<file path="config.mk">
export PLATFORM = sky130hd
export DESIGN_NAME = exec_unit
export DESIGN_NICKNAME = d
export VERILOG_FILES = /design/src/rtl/exec_unit.sv
export SDC_FILE = /design/constraint.sdc
export NUM_CORES = 1
export LEC_CHECK = 0
export CAP_MARGIN = 10
export CORE_MARGIN = 2
export CORE_UTILIZATION = 30
export CTS_CLUSTER_DIAMETER = 120
export DETAILED_ROUTE_END_ITERATION = 6
export PLACE_DENSITY_LB_ADDON = 0.2
export SYNTH_ARGS = -nofsm -noshare
export SYNTH_HDL_FRONTEND = slang
export SYNTH_SLANG_ARGS = --single-unit
export TNS_END_PERCENT = 5
</file>
<file path="constraint.sdc">
create_clock -name CLOCK -period 3.6 [get_ports CLOCK]
set_input_delay 0.54 -clock CLOCK [delete_from_list [all_inputs] [get_ports CLOCK]]
set_output_delay 0.54 -clock CLOCK [all_outputs]
set_load 0.02 [all_outputs]
</file>
<file path="src/rtl/exec_unit.sv">
// Execute stage: single-cycle ALU ops plus 16-step shift-add multiply and restoring divide.
// Results come back on w1/w15 with a register-file write select on dst during the one-cycle done pulse.
module exec_unit #(
  parameter int WIDTH = 16,
  parameter int OPW   = 3
) (
  input  logic             CLOCK,
  input  logic             CLEAR,
  input  logic             start,
  input  logic [OPW-1:0]   op,
  input  logic [WIDTH-1:0] dat1,
  input  logic [WIDTH-1:0] dat2,
  output logic             busy,
  output logic             done,
  output logic [WIDTH-1:0] w1,
  output logic [WIDTH-1:0] w15,
  output logic [1:0]       dst,
  output logic             carry,
  output logic             div0
);

  localparam int CW = $clog2(WIDTH);
  localparam logic [OPW-1:0] OP_ADD = OPW'(0);
  localparam logic [OPW-1:0] OP_SUB = OPW'(1);
  localparam logic [OPW-1:0] OP_AND = OPW'(2);
  localparam logic [OPW-1:0] OP_OR  = OPW'(3);
  localparam logic [OPW-1:0] OP_MUL = OPW'(4);
  localparam logic [OPW-1:0] OP_DIV = OPW'(5);

  typedef enum logic [1:0] {IDLE, RUN, DONE} state_t;

  state_t           state_q, state_d;
  logic             is_div_q, is_div_d;
  logic [WIDTH-1:0] a_q, a_d;
  logic [WIDTH-1:0] hi_q, hi_d;
  logic [WIDTH-1:0] lo_q, lo_d;
  logic [CW-1:0]    cnt_q, cnt_d;
  logic [WIDTH-1:0] w1_q, w1_d;
  logic [WIDTH-1:0] w15_q, w15_d;
  logic [1:0]       dst_q, dst_d;
  logic             carry_q, carry_d;
  logic             div0_q, div0_d;

  logic [WIDTH:0]   add_res, sub_res, mul_sum, div_shift, div_trial;
  logic [WIDTH-1:0] step_hi, step_lo;

  // One iteration: hi:lo is the product accumulator (MUL) or remainder:dividend-shifter (DIV); a_q holds the other operand.
  always_comb begin
    add_res   = {1'b0, dat1} + {1'b0, dat2};
    sub_res   = {1'b0, dat1} - {1'b0, dat2};
    mul_sum   = {1'b0, hi_q} + {1'b0, a_q};
    div_shift = {hi_q, lo_q[WIDTH-1]};
    div_trial = div_shift - {1'b0, a_q};
    step_hi   = hi_q;
    step_lo   = lo_q;
    if (is_div_q) begin
      if (!div_trial[WIDTH]) begin
        step_hi = div_trial[WIDTH-1:0];
        step_lo = {lo_q[WIDTH-2:0], 1'b1};
      end else begin
        step_hi = div_shift[WIDTH-1:0];
        step_lo = {lo_q[WIDTH-2:0], 1'b0};
      end
    end else if (lo_q[0]) begin
      {step_hi, step_lo} = {mul_sum, lo_q[WIDTH-1:1]};
    end else begin
      {step_hi, step_lo} = {1'b0, hi_q, lo_q[WIDTH-1:1]};
    end
  end

  always_comb begin
    state_d  = state_q;
    is_div_d = is_div_q;
    a_d      = a_q;
    hi_d     = hi_q;
    lo_d     = lo_q;
    cnt_d    = cnt_q;
    w1_d     = w1_q;
    w15_d    = w15_q;
    dst_d    = 2'b00;
    carry_d  = carry_q;
    div0_d   = div0_q;
    case (state_q)
      RUN: begin
        hi_d  = step_hi;
        lo_d  = step_lo;
        cnt_d = cnt_q + CW'(1);
        if (cnt_q == CW'(WIDTH - 1)) begin
          state_d = DONE;
          w1_d    = step_lo;
          w15_d   = step_hi;
          dst_d   = 2'b11;
          carry_d = 1'b0;
          div0_d  = 1'b0;
        end
      end
      default: begin
        // DONE behaves like IDLE for acceptance so back-to-back requests are taken.
        state_d = IDLE;
        if (start) begin
          state_d = DONE;
          w15_d   = '0;
          carry_d = 1'b0;
          div0_d  = 1'b0;
          case (op)
            OP_ADD: begin
              {carry_d, w1_d} = add_res;
              dst_d           = 2'b01;
            end
            OP_SUB: begin
              {carry_d, w1_d} = sub_res;
              dst_d           = 2'b01;
            end
            OP_AND: begin
              w1_d  = dat1 & dat2;
              dst_d = 2'b01;
            end
            OP_OR: begin
              w1_d  = dat1 | dat2;
              dst_d = 2'b01;
            end
            OP_MUL, OP_DIV: begin
              if (op == OP_DIV && dat2 == '0) begin
                w1_d   = '1;
                w15_d  = dat1;
                div0_d = 1'b1;
              end else begin
                state_d  = RUN;
                is_div_d = (op == OP_DIV);
                a_d      = (op == OP_DIV) ? dat2 : dat1;
                lo_d     = (op == OP_DIV) ? dat1 : dat2;
                hi_d     = '0;
                cnt_d    = '0;
                w1_d     = w1_q;
                w15_d    = w15_q;
                carry_d  = carry_q;
                div0_d   = div0_q;
              end
            end
            default: w1_d = '0;
          endcase
        end
      end
    endcase
  end

  always_ff @(posedge CLOCK) begin
    if (!CLEAR) begin
      state_q  <= IDLE;
      is_div_q <= 1'b0;
      a_q      <= '0;
      hi_q     <= '0;
      lo_q     <= '0;
      cnt_q    <= '0;
      w1_q     <= '0;
      w15_q    <= '0;
      dst_q    <= 2'b00;
      carry_q  <= 1'b0;
      div0_q   <= 1'b0;
    end else begin
      state_q  <= state_d;
      is_div_q <= is_div_d;
      a_q      <= a_d;
      hi_q     <= hi_d;
      lo_q     <= lo_d;
      cnt_q    <= cnt_d;
      w1_q     <= w1_d;
      w15_q    <= w15_d;
      dst_q    <= dst_d;
      carry_q  <= carry_d;
      div0_q   <= div0_d;
    end
  end

  assign busy  = (state_q == RUN);
  assign done  = (state_q == DONE);
  assign w1    = w1_q;
  assign w15   = w15_q;
  assign dst   = dst_q;
  assign carry = carry_q;
  assign div0  = div0_q;

endmodule

</file>
Word level (Yosys, flattened, before mapping)
Cells that the tools add are included.
{"block": "totals", "reg_bits": 91, "wordCells": 89, "out_inout_bits": 38, "in_bits": 38}
{"block": "op_classes", "reduce_logical": 10, "addsub": 5, "mux": 48, "eq_ne": 11, "bitwise_logic": 4}
{"operator": "16-bit two-way mux", "count": 24}
{"operator": "16-bit case mux with 5 select lines", "count": 1}
{"operator": "16-bit by 16-bit adder with 17-bit output", "count": 2}
{"operator": "16-bit by 16-bit subtractor with 17-bit output", "count": 1}
{"operator": "17-bit by 16-bit subtractor with 17-bit output", "count": 1}
{"operator": "16-bit bitwise AND", "count": 1}
{"operator": "16-bit zero test", "count": 1}
{"operator": "4-bit two-way mux", "count": 4}
{"operator": "16-bit bitwise OR", "count": 1}
{"operator": "2-bit two-way mux", "count": 7}
{"operator": "1-bit two-way mux", "count": 11}
{"operator": "3-bit by 2-bit == test with 1-bit output, second input constant", "count": 2}
{"operator": "3-bit == test, second input constant", "count": 2}
{"operator": "3-bit AND reduction", "count": 2}
{"operator": "4-bit by 1-bit adder with 4-bit output, second input constant", "count": 1}
{"operator": "4-bit == test, second input constant", "count": 1}
{"operator": "4-bit AND reduction", "count": 1}
{"operator": "2-bit nonzero test", "count": 2}
{"operator": "4-bit OR reduction", "count": 1}
{"operator": "3-bit by 1-bit == test with 1-bit output, second input constant", "count": 1}
{"operator": "3-bit zero test", "count": 1}
{"operator": "3-bit inequality test, second input constant", "count": 1}
{"operator": "1-bit case mux with 3 select lines", "count": 1}
{"operator": "2-bit by 1-bit == test with 1-bit output, second input constant", "count": 1}
{"operator": "other kinds (6)", "count": 7}

Longest topological paths before layout
{"block": "logic_depth", "ltp_word": 6, "mapped_depth": 13, "depth_no_buf": 12}

Worst setup path before layout
No wires, ideal clock.
{"block": "synth_timing", "kind": "register to register", "start": "register lo_q[15]", "end": "register w15_q[14], in the netlist w15[14]", "path_stages_with_launch": 14, "setup_time_ns": 0.116, "synth_period_minus_slack_ns": 2.711, "slack_ns": 0.889, "arrival_ns": 2.595, "path_buffers": 1, "path_cell_list": "dfxtp_1 inv_1 ha_1 inv_1 fa_1 a211oi_2 o21ai_2 and2_1 o311a_1 o311ai_2 buf_4 mux2i_1 o211ai_1 o211a_1"}
{"block": "synth_via", "elab_chain_len": 5}
{"element": "start, declared", "line": "36", "source": "logic [WIDTH-1:0] lo_q, lo_d;"}
{"element": "start signal, assigned", "line": "165", "source": "lo_q <= lo_d;"}
{"element": "17-bit by 16-bit subtractor with 17-bit output", "line": "53", "source": "div_trial = div_shift - {1'b0, a_q};"}
{"element": "16-bit two-way mux", "line": "57", "source": "if (!div_trial[WIDTH]) begin"}
{"element": "16-bit two-way mux", "line": "56", "source": "if (is_div_q) begin"}
{"element": "16-bit two-way mux", "line": "88", "source": "if (cnt_q == CW'(WIDTH - 1)) begin"}
{"element": "16-bit two-way mux", "line": "83", "source": "case (state_q)"}
{"element": "end signal, assigned", "line": "168", "source": "w15_q <= w15_d;"}
{"element": "end, declared", "line": "39", "source": "logic [WIDTH-1:0] w15_q, w15_d;"}
No other way between the ends. The select of a mux whose other input is x is not followed.
A chain may end at the register's enable or synchronous reset.

Worst setup path after layout
{"block": "layout_timing", "start": "register lo_q[15]", "end": "register lo_q[0]"}
{"block": "layout_via", "elab_chain_len": 4}
{"element": "17-bit by 16-bit subtractor with 17-bit output", "line": "53"}
{"element": "1-bit two-way mux", "line": "57"}
{"element": "16-bit two-way mux", "line": "56"}
{"element": "16-bit two-way mux", "line": "83"}
No other way between the ends.

==> impl_metrics.toml <==
[routing]
drtPass1Iterations = 7
ant_nets = 0
viasPerCell = 5.40
drtIter0Drc = 705
drc_errors = 0
wl_per_cell_um = 20.2
vias = 8797
totalWireLength_mm = 32.9

[logic_synthesis]
synth-seq-cells = 91
synth_cells = 1147
synthMuxAreaShare_pct = 4.35
synth_fa_ha_area_share_pct = 13.5
syn-cell-area_um2 = 8400
yosysTopAreaCell = "dfxtp_1"
syn_avg_cell_area_um2 = 7.32
synth_compound_gate_area_share_pct = 30.9
synthesis.nets = 1273
yosys_most_used_dff = "dfxtp_1"
synth.distinct_cells = 75
synth.yosys.warnings = 0
synth-xor-area-share_pct = 3.65
synth_edf_count = 0
synthArstFlopShare_pct = 0
synth_seq_area_share_pct = 21.7
synthTopCellsByArea = "dfxtp_1 (22%), ha_1 (13%), a21oi_1 (7.7%)"
synth_top_family_by_area = "compound AO/OA/AOI/OAI gates"
synth_top_area_share_pct = 21.7
synth-simple-area-share_pct = 18.7

[setup_path]
start_kind = "register"
arrival_ps = 3450
crit_buf_inv = 3
critPathTopFamily = "compound AO/OA/AOI/OAI gates"
max_stage_delay_ps = 440
crit_slowest_cell = "fa_1"
reg2reg_to = "lo_q[0]"
required_ps = 3870
end_kind = "register"
r2r_cells = 13
crit_fanout = 13
timing.rr.start = "lo_q[15]"
reg2reg_slack_ps = 420
crit_type = "register to register"
path_cells = "inv_1 -> ha_1 -> inv_1 -> fa_1 -> a211oi_2 -> o21ai_2 -> and2_1 -> o311a_1 -> o311ai_4 -> buf_12 -> a21oi_1 -> a311o_1 -> a21oi_1"

[pwr]
power_frac_comb_pct = 34.2
clkPwrFrac_pct = 31.7
ir_drop_mv = 0.214
power.total_mw = 3.25
p_leak_nw = 4.18
powerDensity_nw_per_um2 = 315
power.internal_mw = 2.08
p_seq_share_pct = 34.1
switchingPower_mw = 1.17
sw_frac_of_total_pct = 36.0

[timing]
slew_violations = 0
rsz0062_at_grt = "no"
hold_viol_final = 0
fin_skew_ps = 24.1
worstMarginPinSlew_ps = 795
finalSetupViolCount = 0
min_period_ps = 3180
tns_ps = 0
slew_headroom_pct = 46.9
fin_crit_sh_pct = 88.3
fmax_mhz = 315

[finish]
drive_gt1_share_pct = 9.52
final_cell_mix = "a21oi_1 (129), nor2_1 (117), nand2_1 (106)"
utilization_pct = 37.3
diodes = 0
nFillCells = 2929
nets = 1371
final_common_cell = "a21oi_1"
area_delta_synth_final_pct = 22.9

[cts]
cts_hold_buf = 0
cts-resized-gates = 0
clk_pin_slew_ps = 70
clk-insertion-delay-late_ps = 370
clockBufferDepth = 2
cts_tree = "built"
cts_setup_buffers = 0
cts_htree_levels = 3
root_buffer = "clkbuf_16"
clock-sinks = 91
numCtsBuffers = 9

[floorplan]
die_x_um = 171
die_y_um = 171
ioPinCount = 76
row_count = 61
dieArea_um2 = 29300
core-area_um2 = 27700
initial_core_util_pct = 30.3

[grt]
grt_usage_pct = 22.8
grt_pass1_vias = 8596
grt_pass1_wl_mm = 51.2
antenna_found_initial = 0
grt-ovfl-total = 0
grt_max_degree = 62

[outcome]
outcome = "complete, no violations"

[hold_path]
whs_path_depth = 1
min_to = "w15[14]"
hold_start = "w15[14]"
hp-class = "register to register"

[placement]
portBuffers = 75
dpl.hpwl_mm = 25.8
gp_congestion = 0.950

[job]
maxCapViolCount = 0
## cells in the mapped netlist (all sizes together) (18+ instances only)
cell	n
a21oi	130
mux2i	32
o21ai	85
nor2	119
inv	75
nand2	106
clkbuf	50
a211oi	27
o211ai	24
buf	23
dfxtp	91
nor2b	18
ha	84
nor3	29
xnor2	20
## final cells by class
| cell class | instances | area (µm²) | area share [%] |
|---|---|---|---|
| timing repair buffer | 160 | 1430 | 13.9 |
| clock buffer | 10 | 229 | 2.22 |
| tap | 378 | 473 | 4.58 |
| multi-input combinational | 908 | 6000 | 58.2 |
| clock inverter | 6 | 80.1 | 0.776 |
| inverter | 75 | 282 | 2.73 |
| sequential | 91 | 1820 | 17.6 |
## per-stage QoR
step	hold slack, ps	cells	instance area [µm²]	setup slack (ps)
2_1_floorplan	471	1147	8400	889
3_3_place_gp	493	1612	10000	36.8
3_5_place_dp	492	1612	10000	86.0
4_1_cts	515	1628	10300	396
5_1_grt	529	1628	10300	212
6_report	508	1628	10300	421
## logic make-up (layout without fill, tap and decap cells)
group	Yosys count	after routing
xor gates and xnor gates	35	35
and+or+nand+nor	344	344
AOI/OAI and AO/OA	405	405
muxes	36	36
buffers and inverters	148	251
DFF	91	91
adders and majority gates	88	88
## sequential cells by signal (all words and copies together), names as in the netlist
name and count:
dst 2, cnt_q 4, w15 16, a_q 16
div0 1, hi_q 16, is_div_q 1, lo_q 16
w1 16, state_q 2, carry 1
## worst register-to-register path: cells and delay by family (launching register included)
kind / cells / cell delay (ps)
adders and majority gates: 2 / 610
DFF: 1 / 350
and+or+nand+nor: 1 / 160
buffers and inverters: 3 / 360
AOI/OAI and AO/OA: 7 / 1630
## metal layers
| metal | up-vias | GRT usage [%] | share of wire, % | wire [µm] |
|---|---|---|---|---|
| met4 | 0 | 6.89 | 2.9 | 966 |
| li1 | 4329 | - | - | - |
| met2 | 244 | 39.7 | 48 | 15700 |
| met5 | - | 0 | 0 | 0 |
| met1 | 4177 | 29.6 | 45 | 14800 |
| met3 | 47 | 2.55 | 4.2 | 1380 |
## how the worst max path moves through the flow
stage                     startpoint  cells past startpoint       to
after floorplan             lo_q[15]                     13  w15[14]
after global placement      dat2[10]                     12    w1[2]
after detailed placement    dat2[10]                     12    w1[2]
after CTS                   lo_q[15]                     12   w15[7]
after global routing        lo_q[15]                     12   w15[7]
final                       lo_q[15]                     13  lo_q[0]
## power by group through the flow
stage               combinational, mW  clock (mW)  sequential [mW]
global route                     1.21        1.09             1.11
detailed placement               1.10           0             1.13
finish                           1.11        1.03             1.11
floorplan                       0.637           0             1.15
global placement                 1.10           0             1.13
CTS                              1.10        1.06             1.11
Power figures use the tool's default switching activity.
